[src/rtl/dadda_mul_arbiter_if.sv]
`default_nettype none
// ============================================================================
// Module      : dadda_mul_arbiter_if
// Description : Requester and response bus bundle for dadda_mul_arbiter.
//               master = requesters/consumer side, slave = arbiter side.
// Revision    : 1.0  initial release
// ============================================================================
interface dadda_mul_arbiter_if #(
   parameter int NREQ  = 4,
   parameter int WIDTH = 16,
   parameter int IDW   = 2
) ();
   logic [NREQ-1:0]       req_valid;
   logic [NREQ-1:0]       req_ready;
   logic [NREQ*WIDTH-1:0] req_a;
   logic [NREQ*WIDTH-1:0] req_b;
   logic                  rsp_valid;
   logic                  rsp_ready;
   logic [IDW-1:0]        rsp_id;
   logic [2*WIDTH-1:0]    rsp_prod;

   modport master (
      output req_valid, req_a, req_b, rsp_ready,
      input  req_ready, rsp_valid, rsp_id, rsp_prod
   );

   modport slave (
      input  req_valid, req_a, req_b, rsp_ready,
      output req_ready, rsp_valid, rsp_id, rsp_prod
   );
endinterface
`default_nettype wire

[src/rtl/dadda_mul_arbiter.sv]
`default_nettype none
// ============================================================================
// Module      : dadda_mul_arbiter (with helper dadda_mul16)
// Description : Shares one 16x16 unsigned combinational multiplier among NREQ
//               requesters. Round-robin grant, operand capture, registered
//               product tagged with the requester index.
//               Optional macro DADDA_ARB_PRIO_EN: requester 0 gets fixed
//               highest priority, the others rotate among themselves.
// Revision    : 1.0  initial release
// ============================================================================

// 16x16 unsigned multiplier: partial-product rows reduced in carry-save form,
// followed by a single carry-propagate add.
module dadda_mul16 (
   input  wire logic [15:0] i_a,
   input  wire logic [15:0] i_b,
   output logic      [31:0] o_mul
);
   // Carry-save reduction of the 16 partial products, then the final add.
   always_comb begin : p_reduce
      logic [31:0] w_sum;
      logic [31:0] w_carry;
      logic [31:0] w_pp;
      logic [31:0] w_sum_n;
      logic [31:0] w_carry_n;
      w_sum     = '0;
      w_carry   = '0;
      w_pp      = '0;
      w_sum_n   = '0;
      w_carry_n = '0;
      for (int i = 0; i < 16; i++) begin
         w_pp      = i_b[i] ? ({16'd0, i_a} << i) : 32'd0;
         w_sum_n   = w_sum ^ w_carry ^ w_pp;
         w_carry_n = ((w_sum & w_carry) | (w_sum & w_pp) | (w_carry & w_pp)) << 1;
         w_sum     = w_sum_n;
         w_carry   = w_carry_n;
      end
      // The true product fits in 32 bits, so dropping bit-31 carries is exact.
      o_mul = w_sum + w_carry;
   end
endmodule

module dadda_mul_arbiter #(
   parameter int NREQ  = 4,
   parameter int WIDTH = 16,   // only 16 is supported by the shared multiplier
   parameter int CNT_W = 16
) (
   input  wire logic           clk,
   input  wire logic           rst,
   dadda_mul_arbiter_if.slave  bus,
   output logic                busy,
   output logic [CNT_W-1:0]    done_cnt
);
   localparam int IDW = $clog2(NREQ);

   typedef enum logic [1:0] {
      S_IDLE = 2'd0,
      S_CALC = 2'd1,
      S_RESP = 2'd2
   } state_t;

   state_t              r_state;
   state_t              w_state_nxt;
   logic [WIDTH-1:0]    r_op_a;
   logic [WIDTH-1:0]    r_op_b;
   logic [IDW-1:0]      r_op_id;
   logic [IDW-1:0]      r_rr_ptr;
   logic [IDW-1:0]      r_rsp_id;
   logic [2*WIDTH-1:0]  r_rsp_prod;
   logic                r_rsp_valid;
   logic [CNT_W-1:0]    r_done_cnt;
   logic [2*WIDTH-1:0]  w_mul;
   logic                w_gnt_vld;
   logic [IDW-1:0]      w_gnt_idx;
   logic                w_take;
   logic                w_accept;
   logic                w_rsp_hs;
   logic [NREQ-1:0]     w_req_ready;

   // The multiplier only ever sees the captured operands.
   dadda_mul16 u_mul (
      .i_a   (r_op_a),
      .i_b   (r_op_b),
      .o_mul (w_mul)
   );

   // Grant selection: scan upward from the slot after the last winner, wrapping.
   always_comb begin : p_grant
      int             j;
      logic [IDW-1:0] w_j;
      w_gnt_vld = 1'b0;
      w_gnt_idx = '0;
      j         = 0;
      w_j       = '0;
`ifdef DADDA_ARB_PRIO_EN
      if (bus.req_valid[0]) begin
         w_gnt_vld = 1'b1;
         w_gnt_idx = '0;
      end
`endif
      for (int k = 1; k <= NREQ; k++) begin
         j = int'(r_rr_ptr) + k;
         if (j >= NREQ) j = j - NREQ;
         w_j = IDW'(j);
`ifdef DADDA_ARB_PRIO_EN
         if (!w_gnt_vld && (j != 0) && bus.req_valid[w_j]) begin
`else
         if (!w_gnt_vld && bus.req_valid[w_j]) begin
`endif
            w_gnt_vld = 1'b1;
            w_gnt_idx = w_j;
         end
      end
   end

   // Next-state logic; w_take marks the cycles in which a new grant may be issued.
   always_comb begin
      w_state_nxt = r_state;
      w_take      = 1'b0;
      case (r_state)
         S_IDLE: begin
            w_take = 1'b1;
            if (w_gnt_vld) w_state_nxt = S_CALC;
         end
         S_CALC: w_state_nxt = S_RESP;
         S_RESP: begin
            if (bus.rsp_ready) begin
               w_take      = 1'b1;
               w_state_nxt = w_gnt_vld ? S_CALC : S_IDLE;
            end
         end
         default: w_state_nxt = S_IDLE;
      endcase
   end

   assign w_accept = w_take & w_gnt_vld;
   assign w_rsp_hs = r_rsp_valid & bus.rsp_ready;

   // One-hot ready towards the winning requester, only in the accepting cycle.
   always_comb begin
      w_req_ready = '0;
      if (w_accept) w_req_ready[w_gnt_idx] = 1'b1;
   end

   // State register.
   always_ff @(posedge clk or posedge rst) begin
      if (rst) r_state <= S_IDLE;
      else     r_state <= w_state_nxt;
   end

   // Operand capture, product register, round-robin pointer and op counter.
   always_ff @(posedge clk or posedge rst) begin
      if (rst) begin
         r_op_a      <= '0;
         r_op_b      <= '0;
         r_op_id     <= '0;
         r_rr_ptr    <= IDW'(NREQ - 1);
         r_rsp_id    <= '0;
         r_rsp_prod  <= '0;
         r_rsp_valid <= 1'b0;
         r_done_cnt  <= '0;
      end else begin
         if (w_accept) begin
            r_op_a  <= bus.req_a[w_gnt_idx*WIDTH +: WIDTH];
            r_op_b  <= bus.req_b[w_gnt_idx*WIDTH +: WIDTH];
            r_op_id <= w_gnt_idx;
`ifdef DADDA_ARB_PRIO_EN
            // Requester 0 sits outside the rotation.
            if (w_gnt_idx != '0) r_rr_ptr <= w_gnt_idx;
`else
            r_rr_ptr <= w_gnt_idx;
`endif
         end
         if (r_state == S_CALC) begin
            r_rsp_prod  <= w_mul;
            r_rsp_id    <= r_op_id;
            r_rsp_valid <= 1'b1;
         end else if (w_rsp_hs) begin
            r_rsp_valid <= 1'b0;
            r_done_cnt  <= r_done_cnt + CNT_W'(1);
         end
      end
   end

   assign bus.req_ready = w_req_ready;
   assign bus.rsp_valid = r_rsp_valid;
   assign bus.rsp_id    = r_rsp_id;
   assign bus.rsp_prod  = r_rsp_prod;
   assign busy          = (r_state != S_IDLE);
   assign done_cnt      = r_done_cnt;
endmodule
`default_nettype wire

[src/flat_wrapper.sv]
// flat-port wrapper written by rule: the top's interface ports become plain ports
module dadda_mul_arbiter_flat 
#(
   parameter int NREQ  = 4,
   parameter int WIDTH = 16,                                                   
   parameter int CNT_W = 16
)
  (clk, rst, busy, done_cnt, bus_req_valid, bus_req_a, bus_req_b, bus_rsp_ready, bus_req_ready, bus_rsp_valid, bus_rsp_id, bus_rsp_prod);
  dadda_mul_arbiter_if #(.NREQ(NREQ), .WIDTH(WIDTH), .IDW((2))) bus_i ();
  input  wire logic clk;
  input  wire logic rst;
  output logic busy;
  output logic [CNT_W-1:0] done_cnt;
  input wire logic [$bits(bus_i.req_valid)-1:0] bus_req_valid;
  input wire logic [$bits(bus_i.req_a)-1:0] bus_req_a;
  input wire logic [$bits(bus_i.req_b)-1:0] bus_req_b;
  input wire logic [$bits(bus_i.rsp_ready)-1:0] bus_rsp_ready;
  output wire logic [$bits(bus_i.req_ready)-1:0] bus_req_ready;
  output wire logic [$bits(bus_i.rsp_valid)-1:0] bus_rsp_valid;
  output wire logic [$bits(bus_i.rsp_id)-1:0] bus_rsp_id;
  output wire logic [$bits(bus_i.rsp_prod)-1:0] bus_rsp_prod;
  assign bus_i.req_valid = bus_req_valid;
  assign bus_i.req_a = bus_req_a;
  assign bus_i.req_b = bus_req_b;
  assign bus_i.rsp_ready = bus_rsp_ready;
  assign bus_req_ready = bus_i.req_ready;
  assign bus_rsp_valid = bus_i.rsp_valid;
  assign bus_rsp_id = bus_i.rsp_id;
  assign bus_rsp_prod = bus_i.rsp_prod;
  dadda_mul_arbiter #(.NREQ(NREQ), .WIDTH(WIDTH), .CNT_W(CNT_W)) u_core (.clk(clk), .rst(rst), .bus(bus_i), .busy(busy), .done_cnt(done_cnt));
endmodule
[config.mk]
export PLATFORM = sky130hd
export DESIGN_NAME = dadda_mul_arbiter_flat
export DESIGN_NICKNAME = d
export VERILOG_FILES = /design/src/rtl/dadda_mul_arbiter_if.sv /design/src/rtl/dadda_mul_arbiter.sv /design/src/flat_wrapper.sv
export SDC_FILE = /design/constraint.sdc
export NUM_CORES = 1
export LEC_CHECK = 0
export CORE_ASPECT_RATIO = 0.9
export CORE_UTILIZATION = 55
export CTS_CLUSTER_DIAMETER = 100
export DETAILED_ROUTE_END_ITERATION = 8
export PLACE_DENSITY_LB_ADDON = 0.1
export SLEW_MARGIN = 20
export SYNTH_ARGS = -nofsm -noshare
export SYNTH_HDL_FRONTEND = slang
export SYNTH_SLANG_ARGS = --single-unit
export TNS_END_PERCENT = 1
[constraint.sdc]
create_clock -name clk -period 12 [get_ports clk]
set_clock_uncertainty 0.2 [all_clocks]
set_input_delay 2.4 -clock clk [delete_from_list [all_inputs] [get_ports clk]]
set_output_delay 2.4 -clock clk [all_outputs]
set_load 0.01 [all_outputs]
# Word level (Yosys, flattened, before mapping)
# Index checks and enable logic that the tools add are counted.
dict set report classes {
  order_cmp 10
  eq_ne 4
  n_reduce_logical 12
  shift 2
  add_sub_neg 10
  bitwise 103
  n_mux 47
}
# op count
set op_table {}
lappend op_table {{$or 31x31->31} 8}
lappend op_table {{$and 31x31->31} 7}
lappend op_table {{$xor 32x32->32} 5}
lappend op_table {{$shiftx 64x7->16} 2}
lappend op_table {{$and 31x29->31} 2}
lappend op_table {{$and 27x28->28} 2}
lappend op_table {{$and 26x27->27} 2}
lappend op_table {{$or 27x27->27} 2}
lappend op_table {{$and 25x26->26} 2}
lappend op_table {{$or 26x26->26} 2}
lappend op_table {{$and 24x25->25} 2}
lappend op_table {{$or 25x25->25} 2}
lappend op_table {{$and 23x24->24} 2}
lappend op_table {{$or 24x24->24} 2}
lappend op_table {{$and 22x23->23} 2}
lappend op_table {{$or 23x23->23} 2}
lappend op_table {{$and 21x22->22} 2}
lappend op_table {{$or 22x22->22} 2}
lappend op_table {{$and 20x21->21} 2}
lappend op_table {{$or 21x21->21} 2}
lappend op_table {{$and 19x20->20} 2}
lappend op_table {{$or 20x20->20} 2}
lappend op_table {{$and 18x19->19} 2}
lappend op_table {{$or 19x19->19} 2}
lappend op_table {{82 further kinds} 126}
dict set report totals {
  elab_cells 197
  input_bits 135
  register_bits 89
}

# Logic depth before layout (Yosys ltp)
# Gate-level depths: netlist of the first run.
dict set report logic_depth {
  depth_word 45
  mapped_depth 28
  ltp_nobuf 27
}

# Modules after synthesis
# Synthesis of the first run repeated with hierarchy kept, for this count alone.
dict set report unflattened {
  hier_cells 1191
  area_unflattened_um2 11338.4
}
# mod instances seq_area_each_um2 cells_per_inst area_each_um2
set by_module_without_submodules {}
lappend by_module_without_submodules {dadda_mul16 1 0.0 701 6628.9}
lappend by_module_without_submodules {dadda_mul_arbiter 1 2229.6 490 4709.5}

# Worst setup path before layout of the first run
# Ideal clock, no wire load.
dict set report synth_path {
  kind {register to register}
  from {register u_core.r_op_b[2]}
  to {register u_core.r_rsp_prod[28], in the netlist u_core.bus.rsp_prod[28]}
  stages_incl_launch_ff 28
  required_time_ns 11.674
  slack_ns 2.325
  arrival_time_ns 9.349
  setup_ns 0.126
  synth_period_minus_slack_ns 9.675
  path_cell_list {dfrtp_1 > clkbuf_1 > clkbuf_1 > nand2_1 > fa_1 > inv_1 > fa_1 > fa_1 > fa_1 > fa_1 > fa_1 > fa_1 > fa_1 > fa_1 > fa_1 > fa_1 > fa_1 > fa_1 > inv_1 > fa_1 > inv_1 > ha_1 > fa_1 > a211oi_1 > o211ai_1 > a21boi_0 > o21ai_0 > a221o_1}
}
dict set report synth_between {
  elab_chain_len 44
  word_cells_on_any_way 98
  cone_classes {1 x add/sub; 1 x mux; 96 x bitwise}
}
# element line_no
set synth_lines {}
lappend synth_lines {{start, declared} dadda_mul_arbiter.sv:65} ;# logic [WIDTH-1:0] r_op_b;
lappend synth_lines {{start signal, assigned} dadda_mul_arbiter.sv:165} ;# r_op_b <= bus.req_b[w_gnt_idx*WIDTH +: WIDTH];
lappend synth_lines {{$mux 18 *} dadda_mul_arbiter.sv:32} ;# w_pp = i_b[i] ? ({16'd0, i_a} << i) : 32'd0;
lappend synth_lines {{$and 17x18->18} dadda_mul_arbiter.sv:34} ;# w_carry_n = ((w_sum & w_carry) | (w_sum & w_pp) | (w_carry & w_pp)) << 1;
lappend synth_lines {{$or 18x18->18 (2 in a row)} dadda_mul_arbiter.sv:34}
lappend synth_lines {{$and 18x19->19} dadda_mul_arbiter.sv:34}
lappend synth_lines {{$or 19x19->19 (2 in a row)} dadda_mul_arbiter.sv:34}
lappend synth_lines {{$and 19x20->20} dadda_mul_arbiter.sv:34}
lappend synth_lines {{$or 20x20->20 (2 in a row)} dadda_mul_arbiter.sv:34}
lappend synth_lines {{$and 20x21->21} dadda_mul_arbiter.sv:34}
lappend synth_lines {{(+21 left out)} n/a}
lappend synth_lines {{$or 31x31->31 (2 in a row)} dadda_mul_arbiter.sv:34}
lappend synth_lines {{$and 31x31->31} dadda_mul_arbiter.sv:34}
lappend synth_lines {{$or 31x31->31 (2 in a row)} dadda_mul_arbiter.sv:34}
lappend synth_lines {{$and 31x31->31} dadda_mul_arbiter.sv:34}
lappend synth_lines {{$or 31x31->31 (2 in a row)} dadda_mul_arbiter.sv:34}
lappend synth_lines {{$and 31x31->31} dadda_mul_arbiter.sv:34}
lappend synth_lines {{$or 31x31->31 (2 in a row)} dadda_mul_arbiter.sv:34}
lappend synth_lines {{$add 32x32->32 *} dadda_mul_arbiter.sv:39} ;# o_mul = w_sum + w_carry;
lappend synth_lines {{end signal, assigned} dadda_mul_arbiter.sv:175} ;# r_rsp_prod <= w_mul;
lappend synth_lines {{end, declared} dadda_mul_arbiter.sv:69} ;# logic [2*WIDTH-1:0] r_rsp_prod;
# Mark *: on every way between the ends. The rest lies on a longest branch, timed or not.
# A chain may end at the register's enable or synchronous reset.

# Final worst setup path of the first run
dict set report layout_path {
  from {register u_core.r_op_a[14]}
  to {register u_core.r_rsp_prod[28], in the netlist u_core.bus.rsp_prod[28]}
}
dict set report layout_between {
  elab_chain_len 45
  word_cells_on_any_way 116
  cone_classes {1 x add/sub; 15 x mux; 100 x bitwise}
}
# element line_no
set layout_lines {}
lappend layout_lines {{start, declared} dadda_mul_arbiter.sv:64} ;# logic [WIDTH-1:0] r_op_a;
lappend layout_lines {{start signal, assigned} dadda_mul_arbiter.sv:164} ;# r_op_a <= bus.req_a[w_gnt_idx*WIDTH +: WIDTH];
lappend layout_lines {{$mux 16} dadda_mul_arbiter.sv:32}
lappend layout_lines {{$xor 16x17->17} dadda_mul_arbiter.sv:33} ;# w_sum_n = w_sum ^ w_carry ^ w_pp;
lappend layout_lines {{$and 17x18->18} dadda_mul_arbiter.sv:34}
lappend layout_lines {{$or 18x18->18 (2 in a row)} dadda_mul_arbiter.sv:34}
lappend layout_lines {{$and 18x19->19} dadda_mul_arbiter.sv:34}
lappend layout_lines {{$or 19x19->19 (2 in a row)} dadda_mul_arbiter.sv:34}
lappend layout_lines {{$and 19x20->20} dadda_mul_arbiter.sv:34}
lappend layout_lines {{$or 20x20->20 (2 in a row)} dadda_mul_arbiter.sv:34}
lappend layout_lines {{(+22 left out)} n/a}
lappend layout_lines {{$or 31x31->31 (2 in a row)} dadda_mul_arbiter.sv:34}
lappend layout_lines {{$and 31x31->31} dadda_mul_arbiter.sv:34}
lappend layout_lines {{$or 31x31->31 (2 in a row)} dadda_mul_arbiter.sv:34}
lappend layout_lines {{$and 31x31->31} dadda_mul_arbiter.sv:34}
lappend layout_lines {{$or 31x31->31 (2 in a row)} dadda_mul_arbiter.sv:34}
lappend layout_lines {{$and 31x31->31} dadda_mul_arbiter.sv:34}
lappend layout_lines {{$or 31x31->31 (2 in a row)} dadda_mul_arbiter.sv:34}
lappend layout_lines {{$add 32x32->32 *} dadda_mul_arbiter.sv:39}
# Marks and branches as above.

==> results.txt, run 1 <==
- Result of the run: finished, final reports clean
* Violation count after the first detailed-route iteration: 320
* Global routing usage summed across all routing layers: 26.36%
* Die height: 136.6 um
* Gate count of the mapped netlist: 1,128
* H-tree level count: 3
- At the end of routability-driven placement, the weighted congestion stood at 0.8225.
- Port buffer count: 190
- No sink is reached through more buffers than the 2 on the longest clock path.
- The number of failing hold endpoints at the final stage was 0.
- Total number of yosys warnings: 0
- Detailed placer's ending HPWL: 20,210 um
* Largest fanout of any net on the critical path: 17
* CP max stage cell: sky130_fd_sc_hd__dfrtp_1
* Classification of the worst setup path: flip-flop to flip-flop
- For the pin with the worst max-slew slack, the measured transition is 0.8340 ns.
- Timing would allow up to 97.06 MHz.
- Among all flip-flop cells after synthesis, the most frequent one is sky130_fd_sc_hd__dfrtp_1.
- In this run the core area contains 48 standard-cell rows.
- Setup repair after global routing left no endpoint under its margin.
- Routed wire length: 24,680 um
- TritonCTS built the clock tree.
* Number of global-route vias before repair: 8,721
- The first global-routing pass estimated 42,300 um of wire.
* Fillcell total: 1,584
- On the worst path, the slowest cell contributes a delay of 0.55 ns.
- Post-DR vias/cell: 5.604
- Syn nets: 1,505
- The routed layout has 8,429 vias.
* Post-detailed-route DRC marker count: 0
* Pre-CTS setup slack: 1.725 ns
* Initial core utilization: 56.86%
- Avg Synthesized Cell Area: 9.809 sq um
* Number of setup violations in the final report: 0
- The core region is 0.01946 sq mm.
- Synthesis instantiated 49 different standard cells from the library.
- Number of antenna violations at the first check in global routing: 0
- Number of enable flip-flop cells after synthesis: 0
- The share of the Yosys chip area taken by registers is 20.15%.
- Leading post-synthesis cells by instance count: sky130_fd_sc_hd__nand2_1 (246), sky130_fd_sc_hd__fa_1 (211), sky130_fd_sc_hd__inv_1 (94)
* Library cell with the highest instance count after synthesis: sky130_fd_sc_hd__nand2_1
- Slew Limit Headroom: 44.40%
* Buffers inserted by post-CTS timing repair: 0
- After synthesis, the cell types taking the most area are sky130_fd_sc_hd__fa_1 (38%), sky130_fd_sc_hd__dfrtp_1 (20%), sky130_fd_sc_hd__nand2_1 (8.3%), sky130_fd_sc_hd__and2_1 (3.6%), sky130_fd_sc_hd__ha_1 (3.5%).
- Cell type contributing the most total cell area after synthesis: sky130_fd_sc_hd__fa_1
* Die boundary width: 151.5 um
- Smallest setup slack after layout: 1.697 ns
- The final critical path takes up 85.86% of the cycle.
- Worst endpoint required time: 12.05 ns
- TritonCTS created 9 clock buffers.
- For this design, the CTS-stage hold fixing added 0 buffers.
- After the last flow step, the layout net total stands at 1,626.
* Classification of the worst-slack hold path: flip-flop to flip-flop
* Post-synthesis register bit count: 89
- Among cell families on the critical path, the largest total delay comes from adder cells.
- In this run the biggest area consumer among cell types represents 38.18% of the synthesized area.
- Once placement completed, the tool counted placed cells totaling 1,488.
- Clock tree synthesis found a total of 89 sinks.
- Count of buffer and inverter cells on the critical path: 4
- Maximum number of pins on one net before global-route repair: 67
* CP startpoint kind: flip-flop
* Total standard cell area after synthesis: 0.01106 sq mm
- The max-slew violation total from the final report was 0.
- Post-synth ARST share: 100.0%
* Die Area: 0.02069 sq mm
- Endpoint type of the worst setup path: flip-flop
- For the worst setup path, the data arrival time is 10.35 ns.
* Most used cell along the critical path: sky130_fd_sc_hd__fa_1
* Min cycle time layout: 10.30 ns
- Latest clock arrival within the worst-skew pair: 0.36 ns
- Dividing the detail-routed wire length by the instance count gives 16.41 um.
- Gates resized during post-CTS repair numbered 0.
- Relative to the synthesized area, the layout overhead comes to 20.62%.
- Root cell of the clock tree: sky130_fd_sc_hd__clkbuf_16
- The total overflow left after global routing is 0.
- Clock transition at the registers of the reported paths: 0.07 ns
* Fraction of layout cells with a size suffix above 1: 4.386%
- Number of routed nets with antenna violations: 0
- The number of antenna diodes in the final layout is 0.
* Number of maximum-capacitance violations: 0
- The first detailed-routing pass ran for 4 iterations.
- 191 I/O pins were placed.
* Setup total negative slack: 0 ns
- Final std cells w/o fill: 1,504
[per-stage QoR]
stage / utilization (%) / hold slack, ns / cell area [sq um]
after global routing: 68.58 / 0.3035 / 13350
after floorplan: - / 0.2348 / 11060
after CTS: 68.49 / 0.2776 / 13330
after global placement: 67.01 / 0.2594 / 13040
after detailed placement: 67.01 / 0.2653 / 13040
final: 68.58 / 0.2705 / 13350
[cells in the final DEF, fill, tap and decap left out, types with 3 or more instances in the layout]
master	n
sky130_fd_sc_hd__mux2_2	9
sky130_fd_sc_hd__a21oi_1	19
sky130_fd_sc_hd__mux4_2	6
sky130_fd_sc_hd__nand4_1	5
sky130_fd_sc_hd__a32oi_1	26
sky130_fd_sc_hd__nor2b_1	7
sky130_fd_sc_hd__clkdlybuf4s50_1	190
sky130_fd_sc_hd__inv_8	3
sky130_fd_sc_hd__nand2_1	246
sky130_fd_sc_hd__nor3_1	4
sky130_fd_sc_hd__and3_1	4
sky130_fd_sc_hd__and2_1	64
sky130_fd_sc_hd__inv_1	93
sky130_fd_sc_hd__dfrtp_1	87
sky130_fd_sc_hd__nor2_1	35
sky130_fd_sc_hd__nand3_1	10
sky130_fd_sc_hd__o211ai_1	5
sky130_fd_sc_hd__fa_1	211
sky130_fd_sc_hd__buf_4	10
sky130_fd_sc_hd__clkbuf_16	9
sky130_fd_sc_hd__xor2_1	10
sky130_fd_sc_hd__ha_1	31
sky130_fd_sc_hd__xnor2_1	14
sky130_fd_sc_hd__a31oi_1	55
sky130_fd_sc_hd__o2111a_1	27
sky130_fd_sc_hd__a21o_1	4
sky130_fd_sc_hd__o21ai_0	34
[tightest hold or removal path: cells and delay by family, from the launching register on]
kind | cells | cell delay (ns)
AND/OR/NAND/NOR | 2 | 0.11
flip-flops | 1 | 0.34
[registers in the layout, indices dropped and copies added (netlist names)]
signal                count
u_core.r_state            2
u_core.r_op_id            2
u_core.done_cnt          16
u_core.r_op_b            16
u_core.bus.rsp_valid      1
u_core.bus.rsp_prod      32
u_core.r_op_a            16
u_core.r_rr_ptr           2
u_core.bus.rsp_id         2
[cell type report]
| class | count | area [sq um] | area share, % |
|---|---|---|---|
| Clock inverter | 7 | 62.56 | 0.4688 |
| Inverter | 95 | 357.8 | 2.681 |
| Sequential cell | 89 | 2230 | 16.71 |
| Multi-Input combinational cell | 854 | 8180 | 61.30 |
| Timing Repair Buffer | 200 | 1977 | 14.81 |
| Tap cell | 250 | 312.8 | 2.344 |
| Clock buffer | 9 | 225.2 | 1.688 |
[cell families after synthesis]
family          Yosys count  share of synthesized area (%)
fa+ha+maj               242                          41.68
mux                      15                          2.137
compound gates          187                          12.20
buf+inv                 185                          6.400
flops                    89                          20.15
xor+xnor                 24                          1.900
simple gates            386                          15.53
[worst paths after layout]
kind | to | slack [ns] | from | cells past startpoint
min | u_core.bus.rsp_id[0]$_DFFE_PP0P_ | 0.27 | u_core.r_op_id[0]$_DFFE_PP0P_ | 2
max | u_core.bus.rsp_prod[28]$_DFFE_PP0P_ | 1.70 | u_core.r_op_a[14]$_DFFE_PP0P_ | 27
min in group asynchronous | u_core.r_op_b[10]$_DFFE_PP0P_ | 2.16 | rst | 2
max reg2reg | u_core.bus.rsp_prod[28]$_DFFE_PP0P_ | 1.70 | u_core.r_op_a[14]$_DFFE_PP0P_ | 27
max in group asynchronous | u_core.bus.rsp_prod[3]$_DFFE_PP0P_ | 8.30 | rst | 3
min reg2reg | u_core.bus.rsp_id[0]$_DFFE_PP0P_ | 0.27 | u_core.r_op_id[0]$_DFFE_PP0P_ | 2
[layer usage]
layer	track usage, %	part of all wire, %
met5	0	0
met4	7.206	1.8
met3	4.533	4.7
met2	44.17	49
met1	35.51	44
Power of run 1 is not shown: default switching activity piles up to over one toggle a cycle in this logic, so the estimate is an artifact.
==> run 2, diff against run 1 <==
--- a/config.mk
+++ b/config.mk
@@ -5,8 +5,7 @@
 export SDC_FILE = /design/constraint.sdc
 export NUM_CORES = 1
 export LEC_CHECK = 0
-export CORE_ASPECT_RATIO = 0.9
-export CORE_UTILIZATION = 55
+export CORE_UTILIZATION = 50
 export CTS_CLUSTER_DIAMETER = 100
 export DETAILED_ROUTE_END_ITERATION = 8
 export PLACE_DENSITY_LB_ADDON = 0.1
==> constraint.sdc (replaced) <==
create_clock -name clk -period 8.25 [get_ports clk]
set_clock_uncertainty 0.2 [all_clocks]
set_input_delay 1.65 -clock clk [delete_from_list [all_inputs] [get_ports clk]]
set_output_delay 1.65 -clock clk [all_outputs]
set_load 0.01 [all_outputs]
==> run 2 against run 1 <==
Net effect: the flow now finishes with violations (setup timing); count of clock-buffer cells in the layout did not move; wire length rose by 1.3%; highest routed layer unchanged; largest cell class unchanged; core utilization fell by 4.5 points; critical path depth rose by 2.
==> results.txt, run 2 (synthesis results as in run 1) <==
- Violated checks: setup timing
* Largest fanout of any net on the critical path: 7 (-10)
* Min cycle time layout: 9.444 ns (-0.8584 ns)
* Via count of the routed design: 8,617 (+2.2%)
- Most frequent cells in the layout: sky130_fd_sc_hd__nand2_1 (246), sky130_fd_sc_hd__fa_1 (209), sky130_fd_sc_hd__clkdlybuf4s50_1 (190)
- The number of top-level pins came to 191 (unchanged).
- The transition time at the pin with the least slew margin was 1.065 ns (+0.2310 ns).
- For this design, the slowest cell found on the critical path is sky130_fd_sc_hd__fa_1.
* Number of antenna cells inserted: 0 (unchanged)
* Depth of the worst hold-timing path: 2 (unchanged)
- CP startpoint kind: flip-flop
* Largest stage delay on the critical path: 0.54 ns (about the same)
- Latest clock arrival within the worst-skew pair: 0.36 ns (about the same)
- The setup slack after layout was -1.194 ns (-2.892 ns).
- The core region area is 0.02176 sq mm (+12%).
- In this run the clock root is driven by a sky130_fd_sc_hd__clkbuf_16.
- Utilization after layout: 64.05% (-4.5 points)
* Classification of the worst-slack hold path: flip-flop to flip-flop
- The run finished, with violations left.
- The detailed-router iteration count before antenna repair is 4 (unchanged).
- Layer with the highest usage after global routing: met2
* Final hold viol count: 0 (unchanged)
- Fillcell total: 1,884 (+19%)
- The routed wire length was 24,990 um (+1.3%).
- GPL Wtd Cong: 0.7979 (-3.0%)
- The fraction of met3 tracks used by global routing came to 3.909% (-0.62 points).
* Final cycle utilization of the critical path: 114.5% (+29 points)
- Cell family with the largest share of critical-path delay: adder cells
- Nets@finish: 1,690 (+3.9%)
* Violation count after the first detailed-route iteration: 285 (-11%)
* Classification of the worst setup path: flip-flop to flip-flop
- Post-detailed-route DRC marker count: 0 (unchanged)
- The total number of placement rows was 54 (+13%).
- The required time at the worst-slack endpoint came to 8.27 ns (-3.78 ns).
- Setup repair after global routing could not meet its margin everywhere.
* R2R Path Start: u_core.r_op_b[0]$_DFFE_PP0P_
- The worst setup path is captured at a flip-flop.
- The detailed-route vias per instance was 5.392 (-3.8%).
- Number of setup violations in the final report: 16 (+16)
- Gr ovfl total: 0 (unchanged)
- Arrival time of data at the critical path endpoint: 9.46 ns (-0.89 ns)
* Number of routed nets with antenna violations: 0 (unchanged)
- Number of antenna violations at the first check in global routing: 0 (unchanged)
- TritonCTS built the clock tree.
- Port buffer count: 190 (unchanged)
- Most used cell along the critical path: sky130_fd_sc_hd__fa_1
* Maximum number of pins on one net before global-route repair: 64 (-4.5%)
- Flop2flop setup slack: -1.19 ns (-2.89 ns)
- Clock transition at the registers of the reported paths: 0.08 ns (about the same)
* Die height: 150.8 um (+10%)
- The buffer count from post-CTS setup fixing is 0 (unchanged).
- Fraction of layout cells with a size suffix above 1: 9.560% (+5.2 points)
- Initial core utilization: 50.86% (-6.0 points)
- Max Clk Rate: 105.9 MHz (+9.1%)
- The count of H-tree levels built during CTS is 3 (unchanged).
- The worst slew slack as a fraction of its limit is 28.58% (-16 points).
- Routed WL per cell: 15.64 um (-4.7%)
* Met1 demand-to-capacity share in global routing: 33.22% (-2.3 points)
* Setup total negative slack: -13.84 ns (-13.84 ns)
* Worst-case reg-to-reg path depth: 29 (+7.4%)
* Beginning of the worst hold path: u_core.bus.rsp_prod[1]$_DFFE_PP0P_
- The fraction of met2 tracks used by global routing was 39.38% (-4.8 points).
* Most common cell after layout, fill and taps aside: sky130_fd_sc_hd__nand2_1
- The total CTS buffers was 9 (unchanged).
- The count of max-cap constraint violations was 0 (unchanged).
- The worst-case setup slack after placement was -1.183 ns (-2.908 ns).
* Die Area: 0.02273 sq mm (+9.9%)
- The wire length of the first global-routing pass was 42,730 um (+1.0%).
- Count of buffer and inverter cells on the critical path: 6 (+2)
- Growth of design area from synthesis to finish: 25.94%
- The number of clock sinks is 89 (unchanged).
- The worst hold path terminates at u_core.bus.rsp_prod[1]$_DFFE_PP0P_.
* Detailed placer's ending HPWL: 20,680 um (+2.3%)
- Global routing usage summed across all routing layers: 23.89% (-2.5 points)
- Maximum buffer depth of the clock tree: 2 (unchanged)
- The via count of the first global-routing pass was 8,875 (+1.8%).
* Flip-flop count of the largest register, all copies and words added: 32 (unchanged)
* Max-slew violation total from the final report: 0 (unchanged)
* Die boundary width: 150.8 um (-0.50%)
* Endpoint of the most critical register-to-register path: u_core.bus.rsp_prod[26]$_DFFE_PP0P_
-- run 2: cell types whose count changed in the layout (fill, tap and decap cells not counted), sizes merged --
cell / change
inv: -1
clkinv: +3
clkinvlp: -2
buf: +64
-- run 2: repair_timing --
item,CTS,global route
endpoints found under the setup margin,16,17
hold buffers,0,0
resized for setup,1,4
pin swaps,0,1
-- run 2: stage by stage --
step,cells,hold WS [ns],cell area [sq um]
6_report,1598,0.2745,13930
5_1_grt,1598,0.2895,13930
4_1_cts,1597,0.2769,13910
3_5_place_dp,1581,0.2627,13610
3_3_place_gp,1581,0.2553,13610
2_1_floorplan,1128,0.2348,11080
-- run 2: worst min-delay path, cell delays in order, from the launching register on --
cell	delay [ns]
sky130_fd_sc_hd__dfrtp_1	0.34
sky130_fd_sc_hd__nand2_1	0.05
sky130_fd_sc_hd__nand2_1	0.05
-- run 2: area by class of cell --
cell class	count	area [sq um]	share of cell area, %
Multi-Input combinational cell	854	8194	58.80
Timing Repair Buffer	264	2499	17.93
Sequential cell	89	2230	16.00
Inverter	95	357.8	2.568
Tap cell	280	350.3	2.514
Clock buffer	9	225.2	1.616
Clock inverter	7	78.83	0.5657
-- run 2: worst max-delay path by stage --
stage / startpoint / endpoint / slack (ns) / cells after the start
after floorplan: u_core.r_op_b[1]$_DFFE_PP0P_ / u_core.bus.rsp_prod[28]$_DFFE_PP0P_ / -1.07 / 28
after global placement: u_core.r_op_a[14]$_DFFE_PP0P_ / u_core.bus.rsp_prod[28]$_DFFE_PP0P_ / -1.02 / 27
after detailed placement: u_core.r_op_b[0]$_DFFE_PP0P_ / u_core.bus.rsp_prod[28]$_DFFE_PP0P_ / -1.18 / 28
after CTS: u_core.r_op_b[0]$_DFFE_PP0P_ / u_core.bus.rsp_prod[26]$_DFFE_PP0P_ / -1.21 / 29
after global routing: u_core.r_op_b[0]$_DFFE_PP0P_ / u_core.bus.rsp_prod[26]$_DFFE_PP0P_ / -1.63 / 29
final: u_core.r_op_b[0]$_DFFE_PP0P_ / u_core.bus.rsp_prod[26]$_DFFE_PP0P_ / -1.19 / 29
-- run 2: per-layer routing --
metal | part of all wire (%) | routed length (um) | vias to the layer above
li1 | - | - | 4063
met1 | 46 | 11430 | 4351
met2 | 48 | 12020 | 182
met3 | 4.7 | 1167 | 21
met4 | 1.5 | 377 | 0
met5 | 0 | 0 | -
Power of run 2 is left out for the same reason.
